## src/rtl/video_dma_pkg.sv

```systemverilog
// Shared definitions for the video frame DMA: FSM state encoding,
// control-register bit positions and pixel packing helper.
package video_dma_pkg;

  typedef logic [1:0] dma_state_t;

  localparam dma_state_t S_IDLE  = 2'd0;
  localparam dma_state_t S_READ  = 2'd1;
  localparam dma_state_t S_DRAIN = 2'd2;
  localparam dma_state_t S_DONE  = 2'd3;

  localparam int CTR_START = 0;
  localparam int CTR_CONT  = 1;
  localparam int CTR_ABORT = 2;

  function automatic int pix_per_word(input int pix_w);
    return 32 / pix_w;
  endfunction

endpackage

```

## src/rtl/video_burst_buf.sv

```systemverilog
// One-burst word store between the Wishbone read side and the pixel drain.
// Synchronous write, combinational read; contents are not reset.
module video_burst_buf #(
  parameter int DEPTH = 16,
  parameter int AW    = (DEPTH > 1) ? $clog2(DEPTH) : 1
) (
  input  logic          clk,
  input  logic          we_i,
  input  logic [AW-1:0] waddr_i,
  input  logic [31:0]   wdata_i,
  input  logic [AW-1:0] raddr_i,
  output logic [31:0]   rdata_o
);

  logic [31:0] mem_q [DEPTH];

  always_ff @(posedge clk) begin
    if (we_i) mem_q[waddr_i] <= wdata_i;
  end

  assign rdata_o = mem_q[raddr_i];

endmodule

```

## src/rtl/video_frame_dma.sv

```systemverilog
// Frame DMA: reads a frame from memory over a read-only Wishbone master in
// fixed bursts and streams it pixel by pixel, MSB-first, into a FIFO.
//
// state | meaning
// IDLE  | waiting for a start edge
// READ  | Wishbone burst in flight, filling the burst buffer
// DRAIN | writing buffered pixels to the FIFO, stalls on full
// DONE  | end-of-frame interrupt pulse
module video_frame_dma
  import video_dma_pkg::*;
#(
  parameter int P_WIDTH  = 640,
  parameter int P_HEIGHT = 480,
  parameter int PIX_W    = 8,
  parameter int BURST    = 16,
  parameter int INT_LEN  = 4
) (
  input  logic             clk,
  input  logic             RST,
  input  logic [31:0]      wb_reg_data,
  input  logic [31:0]      wb_reg_ctr,
  output logic             interrupt,
  input  logic [31:0]      p_wb_DAT_I,
  input  logic             p_wb_ACK_I,
  output logic             p_wb_STB_O,
  output logic             p_wb_CYC_O,
  output logic             p_wb_LOCK_O,
  output logic             p_wb_WE_O,
  output logic [3:0]       p_wb_SEL_O,
  output logic [31:0]      p_wb_ADR_O,
  input  logic             full,
  output logic             w_e,
  output logic [PIX_W-1:0] pixel_out,
  output logic             busy
);

  localparam int PPW         = pix_per_word(PIX_W);
  localparam int FRAME_WORDS = P_WIDTH * P_HEIGHT / PPW;
  localparam int AW          = (BURST > 1) ? $clog2(BURST) : 1;
  localparam int SW          = (PPW > 1) ? $clog2(PPW) : 1;

  if (!(PIX_W == 8 || PIX_W == 16 || PIX_W == 32)) begin : g_bad_pix_w
    $error("video_frame_dma: PIX_W must be 8, 16 or 32");
  end
  if (FRAME_WORDS % BURST != 0) begin : g_bad_burst
    $error("video_frame_dma: frame word count must be a multiple of BURST");
  end
  if (INT_LEN < 1) begin : g_bad_int_len
    $error("video_frame_dma: INT_LEN must be at least 1");
  end

  dma_state_t    state_q, state_d;
  logic          start_q, armed_q;
  logic [31:0]   base_q, base_d;
  logic [31:0]   shadow_q, shadow_d;
  logic [31:0]   adr_q, adr_d;
  logic [31:0]   word_idx_q, word_idx_d;
  logic [31:0]   int_cnt_q, int_cnt_d;
  logic [AW-1:0] wr_idx_q, wr_idx_d;
  logic [AW-1:0] rd_word_q, rd_word_d;
  logic [SW-1:0] sub_q, sub_d;

  logic        start_edge, abort, cont, buf_we;
  logic [31:0] buf_rdata, word_shift;
  logic        unused_ctr;

  // armed_q masks the first cycle after reset so a start bit held through
  // reset is not mistaken for a fresh edge.
  assign start_edge = armed_q & wb_reg_ctr[CTR_START] & ~start_q;
  assign abort      = wb_reg_ctr[CTR_ABORT];
  assign cont       = wb_reg_ctr[CTR_CONT];
  assign buf_we     = (state_q == S_READ) && p_wb_ACK_I;
  assign unused_ctr = ^wb_reg_ctr[31:3];

  video_burst_buf #(
    .DEPTH (BURST),
    .AW    (AW)
  ) u_buf (
    .clk     (clk),
    .we_i    (buf_we),
    .waddr_i (wr_idx_q),
    .wdata_i (p_wb_DAT_I),
    .raddr_i (rd_word_q),
    .rdata_o (buf_rdata)
  );

  always_comb begin
    state_d    = state_q;
    base_d     = base_q;
    shadow_d   = shadow_q;
    adr_d      = adr_q;
    word_idx_d = word_idx_q;
    int_cnt_d  = int_cnt_q;
    wr_idx_d   = wr_idx_q;
    rd_word_d  = rd_word_q;
    sub_d      = sub_q;

    case (state_q)
      S_IDLE: begin
        if (start_edge) begin
          base_d     = wb_reg_data;
          shadow_d   = wb_reg_data;
          adr_d      = wb_reg_data;
          word_idx_d = '0;
          wr_idx_d   = '0;
          state_d    = S_READ;
        end
      end
      S_READ: begin
        if (p_wb_ACK_I) begin
          adr_d      = adr_q + 32'd4;
          word_idx_d = word_idx_q + 32'd1;
          wr_idx_d   = wr_idx_q + AW'(1);
          if (wr_idx_q == AW'(BURST - 1)) begin
            wr_idx_d  = '0;
            rd_word_d = '0;
            sub_d     = '0;
            state_d   = S_DRAIN;
          end
        end
      end
      S_DRAIN: begin
        if (!full) begin
          sub_d = sub_q + SW'(1);
          if (sub_q == SW'(PPW - 1)) begin
            sub_d     = '0;
            rd_word_d = rd_word_q + AW'(1);
            if (rd_word_q == AW'(BURST - 1)) begin
              rd_word_d = '0;
              if (word_idx_q == 32'(FRAME_WORDS)) begin
                int_cnt_d = 32'(INT_LEN - 1);
                state_d   = S_DONE;
              end else begin
                wr_idx_d = '0;
                state_d  = S_READ;
              end
            end
          end
        end
      end
      default: begin
        if (int_cnt_q == 32'd0) begin
          if (cont) begin
            base_d     = shadow_q;
            adr_d      = shadow_q;
            word_idx_d = '0;
            wr_idx_d   = '0;
            state_d    = S_READ;
          end else begin
            state_d = S_IDLE;
          end
        end else begin
          int_cnt_d = int_cnt_q - 32'd1;
        end
      end
    endcase

    if (state_q != S_IDLE && start_edge && cont) shadow_d = wb_reg_data;

    // Abort overrides everything above, including a same-cycle start.
    if (abort) begin
      state_d   = S_IDLE;
      shadow_d  = shadow_q;
      base_d    = base_q;
      wr_idx_d  = '0;
      rd_word_d = '0;
      sub_d     = '0;
    end
  end

  always_ff @(posedge clk or posedge RST) begin
    if (RST) begin
      state_q    <= S_IDLE;
      start_q    <= 1'b0;
      armed_q    <= 1'b0;
      base_q     <= '0;
      shadow_q   <= '0;
      adr_q      <= '0;
      word_idx_q <= '0;
      int_cnt_q  <= '0;
      wr_idx_q   <= '0;
      rd_word_q  <= '0;
      sub_q      <= '0;
    end else begin
      state_q    <= state_d;
      start_q    <= wb_reg_ctr[CTR_START];
      armed_q    <= 1'b1;
      base_q     <= base_d;
      shadow_q   <= shadow_d;
      adr_q      <= adr_d;
      word_idx_q <= word_idx_d;
      int_cnt_q  <= int_cnt_d;
      wr_idx_q   <= wr_idx_d;
      rd_word_q  <= rd_word_d;
      sub_q      <= sub_d;
    end
  end

  assign word_shift = buf_rdata << (sub_q * PIX_W);

  assign p_wb_CYC_O  = (state_q == S_READ);
  assign p_wb_STB_O  = (state_q == S_READ);
  assign p_wb_ADR_O  = adr_q;
  assign p_wb_WE_O   = 1'b0;
  assign p_wb_LOCK_O = 1'b0;
  assign p_wb_SEL_O  = 4'hF;
  assign w_e         = (state_q == S_DRAIN) && !full;
  assign pixel_out   = (state_q == S_DRAIN) ? word_shift[31 -: PIX_W] : '0;
  assign interrupt   = (state_q == S_DONE);
  assign busy        = (state_q != S_IDLE);

endmodule

```

## config.mk

```make
export PLATFORM = sky130hd
export DESIGN_NAME = video_frame_dma
export DESIGN_NICKNAME = d
export VERILOG_FILES = /design/src/rtl/video_dma_pkg.sv /design/src/rtl/video_burst_buf.sv /design/src/rtl/video_frame_dma.sv
export SDC_FILE = /design/constraint.sdc
export NUM_CORES = 1
export LEC_CHECK = 0
export CAP_MARGIN = 15
export CORE_MARGIN = 10
export CORE_UTILIZATION = 60
export DETAILED_ROUTE_END_ITERATION = 8
export MAX_ROUTING_LAYER = met4
export PLACE_DENSITY = 0.8
export SETUP_SLACK_MARGIN = 0.02
export SLEW_MARGIN = 5
export SYNTH_ARGS = -nofsm -noshare
export SYNTH_HDL_FRONTEND = slang
export SYNTH_SLANG_ARGS = --single-unit
```

## constraint.sdc

```tcl
create_clock -name clk -period 5.1 [get_ports clk]
set_clock_uncertainty 0.05 [all_clocks]
set_input_delay 0.51 -clock clk [delete_from_list [all_inputs] [get_ports clk]]
set_output_delay 0.51 -clock clk [all_outputs]
set_load 0.01 [all_outputs]
```

# ---- Word level (Yosys, flattened, before mapping)
# Memory sizes are Yosys's and may differ from the RTL's.
# Index checks and enable logic that the tools add are counted.
# Widths: inputs -> output; s select.
dict set report word_totals {
  regBits 142
  mem_count 1
  inputBits 100
  mem_bits_rw 512
}
# memory words width read_ports rd_clocked_by_memory_dff wr line_no
set memory_table {}
lappend memory_table {u_buf.mem_q 16 32 1 0 1 video_burst_buf.sv:15} ;# logic [31:0] mem_q [DEPTH];
dict set report classes {
  n_reduce_logical 23
  shift 1
  addsub 6
  n_bitwise 6
  eq_ne 21
  mux 56
}
# operator count
set op_table {}
lappend op_table {{$mux 32} 15}
lappend op_table {{$pmux 32 s3} 2}
lappend op_table {{$mux 4} 16}
lappend op_table {{$pmux 32 s2} 1}
lappend op_table {{$add 32x1->32 const B} 1}
lappend op_table {{$add 32x3->32 const B} 1}
lappend op_table {{$eq 32x17->1 const B} 1}
lappend op_table {{$logic_not 32->1} 1}
lappend op_table {{$shl 32x5->32} 1}
lappend op_table {{$sub 32x1->32 const B} 1}
lappend op_table {{$mux 2} 14}
lappend op_table {{$ne 3x3->1 const B} 6}
lappend op_table {{$ne 2x2->1 const B} 6}
lappend op_table {{$pmux 4 s3} 1}
lappend op_table {{$reduce_and 5->1} 2}
lappend op_table {{$reduce_bool 5->1} 2}
lappend op_table {{$reduce_bool 3->1} 3}
lappend op_table {{$add 4x1->4 const B} 2}
lappend op_table {{$eq 4x4->1 const B} 2}
lappend op_table {{$mux 8} 1}
lappend op_table {{$pmux 4 s2} 1}
lappend op_table {{$reduce_and 8->1} 1}
lappend op_table {{$reduce_and 7->1} 1}
lappend op_table {{$eq 2x2->1 const B} 3}
lappend op_table {{17 further kinds} 28}

# ---- Depth between registers and ports, before layout
# Gate-level depths: netlist of the first run.
dict set report depth {
  depth_word 7
  ltp_mapped 10
  ltp_nobuf 8
}

# ---- By module
# A second synthesis of the first run with hierarchy kept.
dict set report hier_totals {
  hier_cells 1683
  area_unflattened_um2 27397.5
}
# module seq_area_each_um2 instances area_each_um2 cells_per_inst
set by_module_without_submodules {}
lappend by_module_without_submodules {video_burst_buf 15374.7 1 19194.7 806}
lappend by_module_without_submodules {video_frame_dma 3553.4 1 8202.9 877}

# ---- Worst setup path after synthesis of the first run
# OpenSTA, ideal clock, no wires.
dict set report synth_path {
  kind {flip-flop to flip-flop}
  start {register state_q[1]}
  end {memory u_buf.mem_q[7][0], enable pin}
  t_required_ps 4589
  path_stages_with_launch 7
  setup_ps 461
  arrival_ps 3743
  period_less_slack_ps 4255
  slack_ps 845
  cell_sequence {dfrtp_1 inv_1 ha_1 clkbuf_1 clkbuf_1 nand2_1 nor3_1}
}
dict set report synth_via {
  elab_chain_cells 4
}
# element line_no
set synth_rtl {}
lappend synth_rtl {{start, declared} video_frame_dma.sv:52} ;# dma_state_t state_q, state_d;
lappend synth_rtl {{start signal, assigned} video_frame_dma.sv:185} ;# state_q <= state_d;
lappend synth_rtl {{$eq 2x1->1} --}
lappend synth_rtl {{net p_wb_CYC_O} video_frame_dma.sv:26} ;# output logic p_wb_CYC_O,
lappend synth_rtl {{$logic_and 1x1->1} video_frame_dma.sv:72} ;# assign buf_we = (state_q == S_READ) && p_wb_ACK_I;
lappend synth_rtl {{$mux 1} video_burst_buf.sv:18} ;# if (we_i) mem_q[waddr_i] <= wdata_i;
lappend synth_rtl {{$mux 1 (not written as such)} video_burst_buf.sv:18}
lappend synth_rtl {{end, declared} video_burst_buf.sv:15}
# The timed path passes the listed nets, and every way through them passes these cells.

# ---- Final worst setup path of the first run
dict set report layout_path {
  start {register rd_word_q[0]}
  end {output pixel_out[2]}
}
dict set report layout_via {
  elab_chain_cells 3
}
# element line_no
set layout_rtl {}
lappend layout_rtl {{start, declared} video_frame_dma.sv:60} ;# logic [AW-1:0] rd_word_q, rd_word_d;
lappend layout_rtl {{start signal, assigned} video_frame_dma.sv:194} ;# rd_word_q <= rd_word_d;
lappend layout_rtl {{$mem_v2 16x32} --}
lappend layout_rtl {{$shl 32x5->32} video_frame_dma.sv:199} ;# assign word_shift = buf_rdata << (sub_q * PIX_W);
lappend layout_rtl {{$mux 8} video_frame_dma.sv:208} ;# assign pixel_out = (state_q == S_DRAIN) ? word_shift[31 -: PIX_W] : '0;
lappend layout_rtl {{end, declared} video_frame_dma.sv:33} ;# output logic [PIX_W-1:0] pixel_out,
# No other way between the ends.

==> Flow_metrics.wiki, run 1 <==
{| class="wikitable"
! Metric !! Value
|-
| Number of clock sinks || between 600 and 700
|-
| Met2 routed wirelength || 32700 µm
|-
| Ratio of total power to cell area || 430 nW/µm²
|-
| Result of the run || finished, final reports clean
|-
| Inserted Clock Buffers || 66
|-
| Part of the total power dissipated in the clock network || about a third
|-
| Synth async-reset ratio || between 20% and 30%
|-
| Power spent charging and discharging nets || slightly below 0.004 W
|-
| Final non-filler cell total || between 2000 and 2500
|-
| Fraction of final layout cells sized beyond drive strength 1 || roughly 18%
|-
| Unrepaired setup endpoints after global routing || no
|-
| Maximum number of pins on one net before global-route repair || between 100 and 150
|-
| Reported leakage power || a little over 10 nW
|-
| Worst-Skew Late Latency || 600 ps
|-
| WP data required || 4540 ps
|-
| Number of max-cap violations || 0
|-
| Largest voltage drop on the vdd net || between 300 and 400 µV
|-
| Hold violation count in the final report || 0
|-
| Post-Syn Area || between 20000 and 30000 µm²
|-
| Residual antenna-violating net count after detailed routing || 0
|-
| Sequential cell area fraction in the yosys report || ~70%
|-
| Type of element capturing the critical path || output pin
|-
| Number of nets in the finished design || approximately 1900
|-
| Crit path launch type || flip-flop
|-
| Die extent in x || 235 µm
|-
| Startpoint of the lowest-slack register-to-register path || sub_q[0]
|-
| TritonCTS clock tree || yes
|-
| Achievable clock frequency || 211 MHz
|-
| Drt first pass iters || 6
|-
| Data arrival time of the critical path || approximately 4200 ps
|-
| Global-route total usage across every layer || 24.4%
|-
| Die area || around 55000 µm²
|-
| Clock transition at the registers of the reported paths || about 70 ps
|-
| Met1 routed wirelength after detailed routing || about 26000 µm
|-
| CP Class || reg -> out
|-
| Row count || 78
|-
| Flip-flop and latch count after synthesis || between 600 and 700
|-
| Cts-stage hold buffer count || 0
|-
| Highest metal layer with signal wires || met4
|-
| Minimum clock period after layout || between 4000 and 5000 ps
|-
| Yosys Warn Count || 0
|-
| Clock Tree Root || clkbuf_16
|-
| Total negative setup slack || 0 ps
|-
| Post-synth cell types || between 70 and 80
|-
| Placed Cells || approximately 2300
|-
| Cell Area, Placed || between 20000 and 30000 µm²
|-
| Post-route cell area || 31600 µm²
|-
| Total vias in the final route || roughly 17000
|-
| Global-route wire length before repair || between 100000 and 150000 µm
|-
| Setup bufs post-CTS || 0
|-
| Placed wire-length estimate after detailed placement || about 37000 µm
|-
| Met3 wire length || about 4700 µm
|-
| Starting Density || 60.9%
|-
| Initial drt markers || about 2100
|-
| Combinational share of power || approximately 19%
|-
| Gr ovfl total || 0
|-
| Crit path from || rd_word_q[0]
|-
| Switching Fraction || ~29%
|-
| Gate Count Post-Synth || ~1700
|-
| Aggregate routed wire length || 65700 µm
|-
| Number of buffer cells added on primary ports || between 100 and 150
|-
| Min-delay worst type || in -> reg
|-
| Hold WS || about 360 ps
|-
| Die height || ~230 µm
|-
| Post-CTS Resized || 0
|-
| Internal Power || 0.00968 W
|-
| Drt wl/cell || roughly 27 µm
|-
| Buffers from clock root to sink, at most || 3
|-
| Most common flop cell mapped by yosys || edfxtp_1
|-
| Crit Path Max Fanout || 53
|-
| Number of antenna violations at the first check in global routing || 3
|-
| Proportion of power drawn by flip-flops and latches || 47.0%
|-
| Area overhead of the layout relative to synthesis || 14.0%
|-
| Worst-case headroom to the max-slew limit || 19.5%
|-
| Slew of the pin with the lowest slew margin || roughly 1200 ps
|-
| Mean cell area of the mapped netlist || roughly 16 µm²
|-
| Number of global-route vias before repair || approximately 17000
|-
| Number of H-tree branching levels || 3
|-
| Via-per-instance ratio || 6.72
|-
| EDFF count, synth || 512
|-
| HP Start || wb_reg_ctr[0]
|-
| Detailed-route DRC error count || 0
|-
| Final weighted congestion in routability-driven placement || between 0.8 and 0.9
|-
| Ports || about 150
|-
| Final setup vio count || 0
|-
| Max-slew violation count || 0
|-
| Std-Cell Core Area || around 45000 µm²
|-
| Final cycle utilization of the critical path || between 90 and 100%
|}
==> metrics by stage <==
stage          total power (W)  utilization, %  worst slack, ps
2_1_floorplan          0.00802               -              730
3_3_place_gp           0.00895            65.0              950
3_5_place_dp           0.00906            65.0              927
4_1_cts                 0.0136            69.4              262
5_1_grt                 0.0141            69.4              100
6_report                0.0136            69.4              353
==> cells in the mapped netlist, types with 5 or more instances <==
cell type | number | area share [%]
mux4_2 | 136 | 11
nand2_1 | 66 | 0.89
o211ai_1 | 10 | 0.27
a221oi_1 | 9 | 0.28
edfxtp_1 | 512 | 56
nor2b_1 | 12 | 0.27
buf_1 | 11 | 0.15
and3_1 | 25 | 0.56
o31ai_1 | 9 | 0.24
xnor2_1 | 16 | 0.51
a211o_1 | 8 | 0.25
nor2_1 | 79 | 1.1
a31oi_1 | 20 | 0.45
or3_1 | 13 | 0.29
ha_1 | 14 | 0.63
nor4_1 | 17 | 0.38
and4_1 | 9 | 0.28
and2_1 | 22 | 0.50
clkbuf_1 | 52 | 0.71
a211oi_1 | 15 | 0.41
dfrtp_1 | 142 | 13
mux2_2 | 38 | 1.5
buf_2 | 20 | 0.36
buf_4 | 9 | 0.24
or2_2 | 5 | 0.11
mux2i_1 | 38 | 1.4
o41ai_1 | 7 | 0.22
o21ai_0 | 51 | 0.92
a22o_1 | 7 | 0.22
nand4_1 | 28 | 0.63
or4_1 | 5 | 0.14
inv_1 | 30 | 0.41
nor4b_1 | 5 | 0.16
o22ai_1 | 18 | 0.41
nand3_1 | 35 | 0.63
xor2_1 | 16 | 0.51
nand2b_1 | 8 | 0.18
nor3_1 | 40 | 0.72
a21oi_1 | 60 | 1.1
a22oi_1 | 17 | 0.46
==> placed cells by master, fill, tap and decap left out, types with 8 or more instances in the layout <==
master	instances
nor2b_1	12
inv_1	29
a211o_1	8
nand2_1	66
o31ai_1	9
o22ai_1	18
or3_1	13
mux2i_1	38
nand4_1	28
mux2_2	38
nor3_1	36
a21oi_1	60
o211ai_1	10
clkbuf_16	67
a31oi_1	20
nand3_1	35
ha_1	13
and4_1	9
buf_4	32
a221oi_1	9
clkdlybuf4s50_1	115
mux4_2	136
o21ai_0	51
xnor2_1	16
dfrtp_1	139
and2_2	12
xor2_1	16
a211oi_1	13
and2_1	10
a22oi_1	17
edfxtp_1	512
nor2_1	79
clkinv_2	10
nor4_1	17
clkbuf_1	15
nand2b_1	8
and3_1	25
clkinv_1	14
==> cell type report <==
class | count | area (µm²)
Tap cell | 600 | 751
Timing Repair Buffer | 151 | 1470
Inverter | 30 | 118
Multi-Input combinational cell | 914 | 8280
Fill cell | 2847 | 13900
Sequential cell | 654 | 18900
Clock buffer | 85 | 1770
Antenna cell | 3 | 7.51
Clock inverter | 31 | 229
==> registers in the layout, summed over array words and instances (netlist names) <==
register	flops
start_q	1
p_wb_ADR_O	32
wr_idx_q	4
rd_word_q	4
int_cnt_q	32
u_buf.mem_q	512
state_q	2
word_idx_q	32
shadow_q	32
sub_q	2
armed_q	1
==> power groups by stage <==
stage	clock (W)	sequential, W	combinational (W)
floorplan	0	0.00644	0.00159
global placement	0	0.00646	0.00249
detailed placement	0	0.00648	0.00258
CTS	0.00463	0.00637	0.00260
global route	0.00482	0.00643	0.00283
finish	0.00458	0.00639	0.00262
==> worst paths after layout <==
| check | endpoint | slack, ps | cells past startpoint |
|---|---|---|---|
| setup / recovery | pixel_out[2] | 350 | 6 |
| hold / removal | start_q | 360 | 1 |
| setup reg to reg | int_cnt_q[6] | 1640 | 7 |
| hold reg to reg | p_wb_ADR_O[0] | 440 | 2 |
| max in group asynchronous | word_idx_q[28] | 3440 | 3 |
| min in group asynchronous | word_idx_q[23] | 490 | 2 |
==> worst max-delay path, cell delays in order (launching register included) <==
cell             delay (ps)
dfrtp_4                1130
buf_4                   480
mux4_2                  550
mux4_2                  470
nor2b_1                 140
o21ai_0                 230
clkdlybuf4s50_1         560
==> logic make-up (layout without fill, tap and decap cells) <==
group / count (synthesis) / after routing / share of synthesized area, %
flops: 654 / 654 / 68.4
simple gates: 388 / 388 / 7.74
compound gates: 261 / 261 / 6.26
mux: 212 / 212 / 14.0
buf+inv: 125 / 297 / 1.97
xor+xnor: 32 / 32 / 1.01
fa+ha+maj: 14 / 14 / 0.633
other cells: 2 / 10 / 0.0271
==> layer usage <==
metal	up-vias	global-route usage, %
met5	-	-
met4	0	8.83
met3	176	4.03
met2	849	38.3
met1	8549	31.9
li1	7021	-
Note: power is estimated with default switching activity, not from simulation.
==> inputs of run 2 (changes only) <==
--- a/config.mk
+++ b/config.mk
@@ -12,7 +12,7 @@
 export MAX_ROUTING_LAYER = met4
 export PLACE_DENSITY = 0.8
 export SETUP_SLACK_MARGIN = 0.02
-export SLEW_MARGIN = 5
+export SLEW_MARGIN = 20
 export SYNTH_ARGS = -nofsm -noshare
 export SYNTH_HDL_FRONTEND = slang
 export SYNTH_SLANG_ARGS = --single-unit
==> run 2 against run 1 <==
Against the previous run:
- non-clock buffer count rose by 2
- power barely moved
- wire length rose by 0.56%
- clock power barely moved
- first-iteration DRC count rose by 4.7%
- sequential power barely moved
- worst setup slack improved by 260 ps
- cell count barely moved
- combinational power barely moved
- design area rose by 0.20%
- global-route usage did not move
- maximum frequency rose by 5.9%
==> Flow_metrics.wiki, run 2 (synthesis results as in run 1) <==
{| class="wikitable"
! Metric !! Value
|-
| Number of H-tree branching levels || 3 (unchanged)
|-
| Via-per-instance ratio || 6.76 (was 6.72)
|-
| Crit Path Max Fanout || 36 (was 53)
|-
| Largest voltage drop on the vdd net || 392 µV (was 400 µV)
|-
| Number of global-route vias before repair || 16791 (unchanged)
|-
| Placed wire-length estimate after detailed placement || 37400 µm (unchanged)
|-
| Number of clock sinks || 654 (unchanged)
|-
| Met3 wire length || 5170 µm (was 4730 µm)
|-
| Drt first pass iters || 6 (unchanged)
|-
| Buffers from clock root to sink, at most || 3 (unchanged)
|-
| Die height || 235 µm (unchanged)
|-
| Maximum number of pins on one net before global-route repair || 110 (unchanged)
|-
| Global-route wire length before repair || 102000 µm (unchanged)
|-
| Worst-Skew Late Latency || 600 ps (about the same)
|-
| Setup bufs post-CTS || 0 (unchanged)
|-
| Clock Tree Root || clkbuf_16 (unchanged)
|-
| Cts-stage hold buffer count || 0 (unchanged)
|-
| Number of buffer cells added on primary ports || 115 (unchanged)
|-
| Worst-case headroom to the max-slew limit || 23.4% (was 19.5%)
|-
| Final weighted congestion in routability-driven placement || 0.831 (unchanged)
|-
| Leading cell type in the layout, fill and taps excluded || edfxtp_1 (unchanged)
|-
| Initial drt markers || 2194 (was 2095)
|-
| Inserted Clock Buffers || 66 (unchanged)
|-
| Reported leakage power || 10.3 nW (about the same)
|-
| Highest metal layer with signal wires || met4 (unchanged)
|-
| Total vias in the final route || 16694 (was 16595)
|-
| Ports || 151 (unchanged)
|-
| Result of the run || finished, final reports clean (unchanged)
|-
| Number of flip-flops under the largest register name || 512 (unchanged)
|-
| Data arrival time of the critical path || 3920 ps (was 4190 ps)
|-
| Detailed-route DRC error count || 0 (unchanged)
|-
| Number of antenna violations at the first check in global routing || 3 (unchanged)
|-
| Residual antenna-violating net count after detailed routing || 0 (unchanged)
|-
| Number of nets in the finished design || 1933 (was 1931)
|-
| Highest cell delay on the worst timing path || 700 ps (was 1130 ps)
|-
| Type of element capturing the critical path || output pin (unchanged)
|-
| Cell seen most often among critical-path stages || mux4_2 (unchanged)
|-
| Ratio of total power to cell area || 430 nW/µm² (about the same)
|-
| Clock transition at the registers of the reported paths || 70 ps (about the same)
|-
| Largest register by flop count || u_buf.mem_q (unchanged)
|-
| Sequence of cells on the critical path || buf_16 -> mux4_2 -> mux4_2 -> o211ai_1 -> o21ai_0 -> clkdlybuf4s50_1 (was buf_4 -> mux4_2 -> mux4_2 -> nor2b_1 -> o21ai_0 -> clkdlybuf4s50_1)
|-
| TritonCTS clock tree || yes (unchanged)
|-
| Total area of multi-input combinational cells || 8290 µm² (was 8280 µm²)
|-
| Slew of the pin with the lowest slew margin || 1150 ps (was 1210 ps)
|-
| Fraction of final layout cells sized beyond drive strength 1 || 18.3% (was 18.2%)
|-
| Area overhead of the layout relative to synthesis || 14.3% (was 14.0%)
|-
| Starting Density || 60.9% (unchanged)
|-
| Post-CTS Resized || 0 (unchanged)
|-
| Die area || 55100 µm² (unchanged)
|-
| Drt wl/cell || 26.8 µm (was 26.6 µm)
|-
| WP data required || 4540 ps (about the same)
|-
| CP Class || reg -> out (unchanged)
|-
| Unrepaired setup endpoints after global routing || no (unchanged)
|-
| Min-delay worst type || in -> reg (unchanged)
|-
| Met2 routed wirelength || 32800 µm (was 32700 µm)
|-
| Leading cell types in the layout, fill and taps excluded || edfxtp_1 (512), dfrtp_1 (139), mux4_2 (136) (unchanged)
|-
| Final cycle utilization of the critical path || 87.9% (was 93.1%)
|-
| Die extent in x || 235 µm (unchanged)
|-
| Finished Core Util || 69.6% (was 69.4%)
|-
| Number of max-cap violations || 0 (unchanged)
|-
| Total negative setup slack || 0 ps (unchanged)
|-
| Achievable clock frequency || 223 MHz (was 211 MHz)
|-
| Crit path launch type || flip-flop (unchanged)
|-
| Slowest-stage cell, CP || dfrtp_4 (unchanged)
|-
| Row count || 78 (unchanged)
|-
| Max-slew violation count || 0 (unchanged)
|-
| Gr ovfl total || 0 (unchanged)
|-
| Aggregate routed wire length || 66100 µm (was 65700 µm)
|-
| Final setup vio count || 0 (unchanged)
|-
| Hold violation count in the final report || 0 (unchanged)
|-
| Footprint of the flip-flops and latches || 18900 µm² (unchanged)
|-
| Met1 routed wirelength after detailed routing || 25800 µm (was 26100 µm)
|-
| Global-route total usage across every layer || 24.4% (unchanged)
|-
| Std-Cell Core Area || 45500 µm² (unchanged)
|-
| Minimum clock period after layout || 4480 ps (was 4750 ps)
|-
| Number of filler instances in the final layout || 2835 (was 2847)
|}
run 2: changes by cell type in the layout (fill, tap and decap cells not counted), sizes merged:
cell / before / now
buf: 36 / 38
run 2: through the flow:
stage	total power [W]	hold slack, ps	instances	instance area, µm²	setup WS [ps]
after detailed placement	0.00906	432	2349	29600	927
after global placement	0.00895	416	2349	29600	950
after floorplan	0.00802	405	1693	27700	730
final	0.0136	359	2470	31600	616
after CTS	0.0136	342	2465	31600	262
after global routing	0.0141	353	2470	31600	455
run 2: worst paths after layout:
check | cells after the start | from | to | slack (ps)
setup / recovery | 6 | rd_word_q[0] | pixel_out[6] | 620
hold / removal | 1 | wb_reg_ctr[0] | start_q | 360
setup reg to reg | 7 | sub_q[0] | int_cnt_q[6] | 1640
hold reg to reg | 2 | p_wb_ADR_O[0] | p_wb_ADR_O[0] | 440
max in group asynchronous | 3 | RST | word_idx_q[28] | 3420
min in group asynchronous | 2 | RST | word_idx_q[23] | 490
run 2: report_power, final:
group	internal (W)	leakage (nW)	total (W)	switching, W
clock network	0.00257	0.987	0.00458	0.00201
registers	0.00606	6.34	0.00639	0.000326
logic	0.00104	3.00	0.00263	0.00159
run 2: critical path, delay by kind of cell (launching register included):
family,cells,cell delay (ps)
AO/OA/AOI/OAI,2,690
buffers and inverters,2,860
flip-flops,1,700
multiplexers,2,1030
run 2: cell type report:
type                       count  share of cell area (%)
clock inverter                31                   0.724
inverter                      30                   0.372
multi-input combinational    914                    26.2
antenna                        3                  0.0237
timing repair buffer         153                    4.83
tap                          600                    2.37
sequential                   654                    59.9
clock buffer                  85                    5.61
run 2: routing by layer:
metal / vias up / track usage, %
met1: 8543 / 31.9
li1: 7021 / -
met3: 188 / 4.03
met5: - / -
met4: 0 / 8.83
met2: 942 / 38.3
==> RTL change 1 (config.mk and constraints of run 1) <==
`P_WIDTH`: 640 -> 512.
--- a/src/rtl/video_frame_dma.sv
+++ b/src/rtl/video_frame_dma.sv
@@ -9,7 +9,7 @@
 module video_frame_dma
   import video_dma_pkg::*;
 #(
-  parameter int P_WIDTH  = 640,
+  parameter int P_WIDTH  = 512,
   parameter int P_HEIGHT = 480,
   parameter int PIX_W    = 8,
   parameter int BURST    = 16,
Behaviour: same outputs for any inputs over 4 cycles, from zero or initial values and one cycle with RST high; that may be too few to reach the edited logic, so the function may still have changed.
==> RTL change 1 against run 1 <==
  * Sequential cell count unchanged
  * Fmax increased by 7.1%
  * Wire length increased by 4.3%
  * Power increased by 5.2%
  * Synthesized area increased by 0.17%
  * Die area increased by 0.15%
  * Worst setup slack improved by 320 ps
  * Count of clock-buffer cells in the layout increased by 2
  * Final area about the same
  * Combinational power increased by 25%
  * Largest power group unchanged
==> RTL change 1: results (changes against run 1) <==
Worst setup path
  – CP max stage delay: 690 ps (-440 ps)
  – CP endpoint: pixel_out[0]
  – Crit Reg-Reg Startpoint: int_cnt_q[16]
  – Slowest-stage cell, CP: clkinv_1
  – Data arrival, critical path: 3870 ps (-320 ps)
  – Crit Reg-Reg Endpoint: p_wb_ADR_O[21]
  – Crit. Startpoint: sub_q[0]

Global route
  – Overall routing resource usage: 25.22% (+0.85 points)
  – Number of global-route vias before repair: 16,866 (+0.45%)
  – Met3 GRT Util: 4.185% (+0.15 points)
  – Met2 usage: 41.49% (+3.2 points)
  – Largest net degree at the start of global routing: 111 (+0.91%)
  – Routing usage on met1: 31.79% (-0.13 points)

Synthesis
  – Top cells by area, synth: edfxtp_1 55%, dfrtp_1 13%, mux4_2 11%, o21ai_0 1.8%, mux2_2 1.7%
  – Synth cell count leaders: 512 x edfxtp_1, 142 x dfrtp_1, 132 x mux4_2
  – Post-synthesis sequential area ratio: 68.26% (-0.11 points)
  – Synth cell types: 70 (-2.8%)
  – Gate Count Post-Synth: 1,741 (+3.1%)

Pwr
  – P_leak: 0.01064 uW (+3.3%)
  – Internal power: 10,140 uW (+4.8%)
  – Sequential power: 6430 uW (+0.6%)
  – Clock power frac: 32.2% (-1.5 points)
  – Peak VDD IR: 406.8 uV (+1.7%)
  – Net Sw Frac: 29.09% (+0.30 points)

STA
  – Worst relative slew slack: 19.29% (-0.21 points)
  – Final min period: 4430 ps (-316.6 ps)
  – Hold_ws: 342.0 ps (-14.29 ps)

Detailed routing
  – Routed length per placed instance: 27.32 um (+2.5%)
  – Met2 wire length: 35,290 um (+7.9%)
  – M1 WL: 25,950 um (-0.55%)
  – Routed wl met3: 5426 um (+15%)
  – Via/cell ratio: 6.782 (+0.87%)
  – Violation count after the first detailed-route iteration: 2,111 (+0.76%)

Status
  – Outcome: completed

Placed design
  – Dpl cells: 2,392 (+1.8%)
  – Dpl hpwl: 37,830 um (+1.1%)
  – Pre-CTS setup slack: 1465 ps (+538.0 ps)
  – Placed Instance Area: 29,540 um^2 (about the same)
  – Routability cong.: 0.8380 (+0.83%)

Cells and area
  – Layout cells sized above 1: 17.31% (-0.92 points)
  – FILL cells: 2,816 (-1.1%)
  – Final nets: 1,977 (+2.4%)
  – Layout Cells excl Fill: 2,509 (+1.7%)

Clock tree
  – TritonCTS buffer count: 67 (+1.5%)
-- RTL change 1: logic make-up after synthesis --
kind of cell	after synthesis	share of synthesized area (%)
AND/OR/NAND/NOR	403	7.585
AO/OA/AOI/OAI	322	7.545
XOR/XNOR	15	0.4738
flip-flops	654	68.26
other	2	0.02708
multiplexers	206	13.58
buffers and inverters	125	1.891
adder cells (fa/ha/maj)	14	0.6317
-- RTL change 1: area by class of cell --
| class | count | area (um^2) | area share (%) |
|---|---|---|---|
| Sequential cell | 654 | 18940 | 59.99 |
| Multi-Input combinational cell | 967 | 8329 | 26.38 |
| Clock buffer | 87 | 1824 | 5.778 |
| Timing Repair Buffer | 147 | 1441 | 4.565 |
| Tap cell | 600 | 750.7 | 2.378 |
| Clock inverter | 25 | 176.4 | 0.5588 |
| Inverter | 26 | 102.6 | 0.3250 |
| Antenna cell | 3 | 7.507 | 0.02378 |
==> RTL change 2 (settings of run 1) <==
Made on the original files. Put a register stage on the output `interrupt`, cleared by the reset. The value now appears one clock later. The other outputs are not delayed to match.
--- a/src/rtl/video_frame_dma.sv
+++ b/src/rtl/video_frame_dma.sv
@@ -206,7 +206,13 @@
   assign p_wb_SEL_O  = 4'hF;
   assign w_e         = (state_q == S_DRAIN) && !full;
   assign pixel_out   = (state_q == S_DRAIN) ? word_shift[31 -: PIX_W] : '0;
-  assign interrupt   = (state_q == S_DONE);
+  always_ff @(posedge clk or posedge RST) begin
+    if (RST) begin
+      interrupt <= '0;
+    end else begin
+      interrupt <= (state_q == S_DONE);
+    end
+  end
   assign busy        = (state_q != S_IDLE);
 
 endmodule
Check against the original RTL: no difference found for any inputs over 4 cycles, from zero or initial values and one cycle with RST high; that may be too few to reach the edited logic, so the function may still have changed.
==> RTL change 2 against run 1 <==
  * Combinational power fell by 24%
  * Sequential cell count rose by 1
  * Hold slack got worse by 12 ps
  * Wire length rose by 4.8%
  * Clock power rose by 7.2%
  * Power fell by 2.5%
  * Synthesized area fell by 0.17%
  * Worst setup slack got worse by 170 ps
  * First-iteration DRC count rose by 6.8%
  * Final area rose by 0.46%
  * Synthesized cell count rose by 2.7%
==> RTL change 2: results (changes against run 1) <==
Status
  – Outcome: completed

Worst setup path
  – Crit Reg-Reg Startpoint: state_q[1]
  – Slowest-stage cell, CP: nand2b_1
  – Crit Reg-Reg Endpoint: word_idx_q[27]
  – Reg2Reg Depth: 10 (+3)

Cells and area
  – Diode count: 2 (-1)
  – Signal inverters: 29 (-3.3%)
  – Layout cells sized above 1: 18.77% (+0.54 points)
  – Clock buf/inv share: 6.924% (+0.58 points)
  – Non-clk buf share: 4.655% (-0.0055 points)
  – Final nets: 1,976 (+2.3%)

Synthesis
  – Synth cell types: 67 (-6.9%)
  – Post-synthesis cell area: 27,630 um^2 (-0.17%)
  – Post-Synthesis Mean Instance Area: 15.95 um^2 (-2.8%)
  – Post-synthesis sequential area ratio: 68.59% (+0.21 points)
  – Synth Area in Adders: 0.6339% (+0.0011 points)

Global route
  – Overall routing resource usage: 25.44% (+1.1 points)
  – Initial antenna violation count: 1 (-2)

Detailed routing
  – M1 WL: 26,320 um (+0.89%)
  – Final wirelength: 68,900 um (+4.8%)
  – Routed wl met3: 6009 um (+27%)
  – Met2 wire length: 34,170 um (+4.5%)
  – Pre-antenna DRT Iters: 5 (-1)

Pwr
  – P_leak: 0.01048 uW (+1.7%)

Placed design
  – Dpl hpwl: 38,960 um (+4.1%)

STA
  – Hold_ws: 344.5 ps (-11.75 ps)

Clock tree
  – Clock tree sinks: 655 (+0.15%)
-- RTL change 2: cell count changes in the layout (fill, tap and decap cells not counted), moves of 11 or more --
cell	change
nor2_1	+34
mux2i_1	-17
nor4_1	+17
nand3_1	+12
a31oi_1	-11
o22ai_1	+11
-- RTL change 2: cells by family after synthesis --
| group | after synthesis |
|---|---|
| and+or+nand+nor | 450 |
| other | 2 |
| AOI/OAI and AO/OA | 252 |
| DFF | 655 |
| adders and majority gates | 14 |
| xor gates and xnor gates | 35 |
| buffers and inverters | 128 |
| muxes | 197 |
-- RTL change 2: how the worst max path moves through the flow --
stage,from,end,slack (ps),cells after the start
after floorplan,RST,armed_q,700,1
after global placement,rd_word_q[0],pixel_out[5],1210,7
after detailed placement,rd_word_q[0],pixel_out[0],1110,8
after CTS,rd_word_q[3],pixel_out[4],340,7
after global routing,rd_word_q[3],pixel_out[4],130,7
final,rd_word_q[3],pixel_out[4],190,7
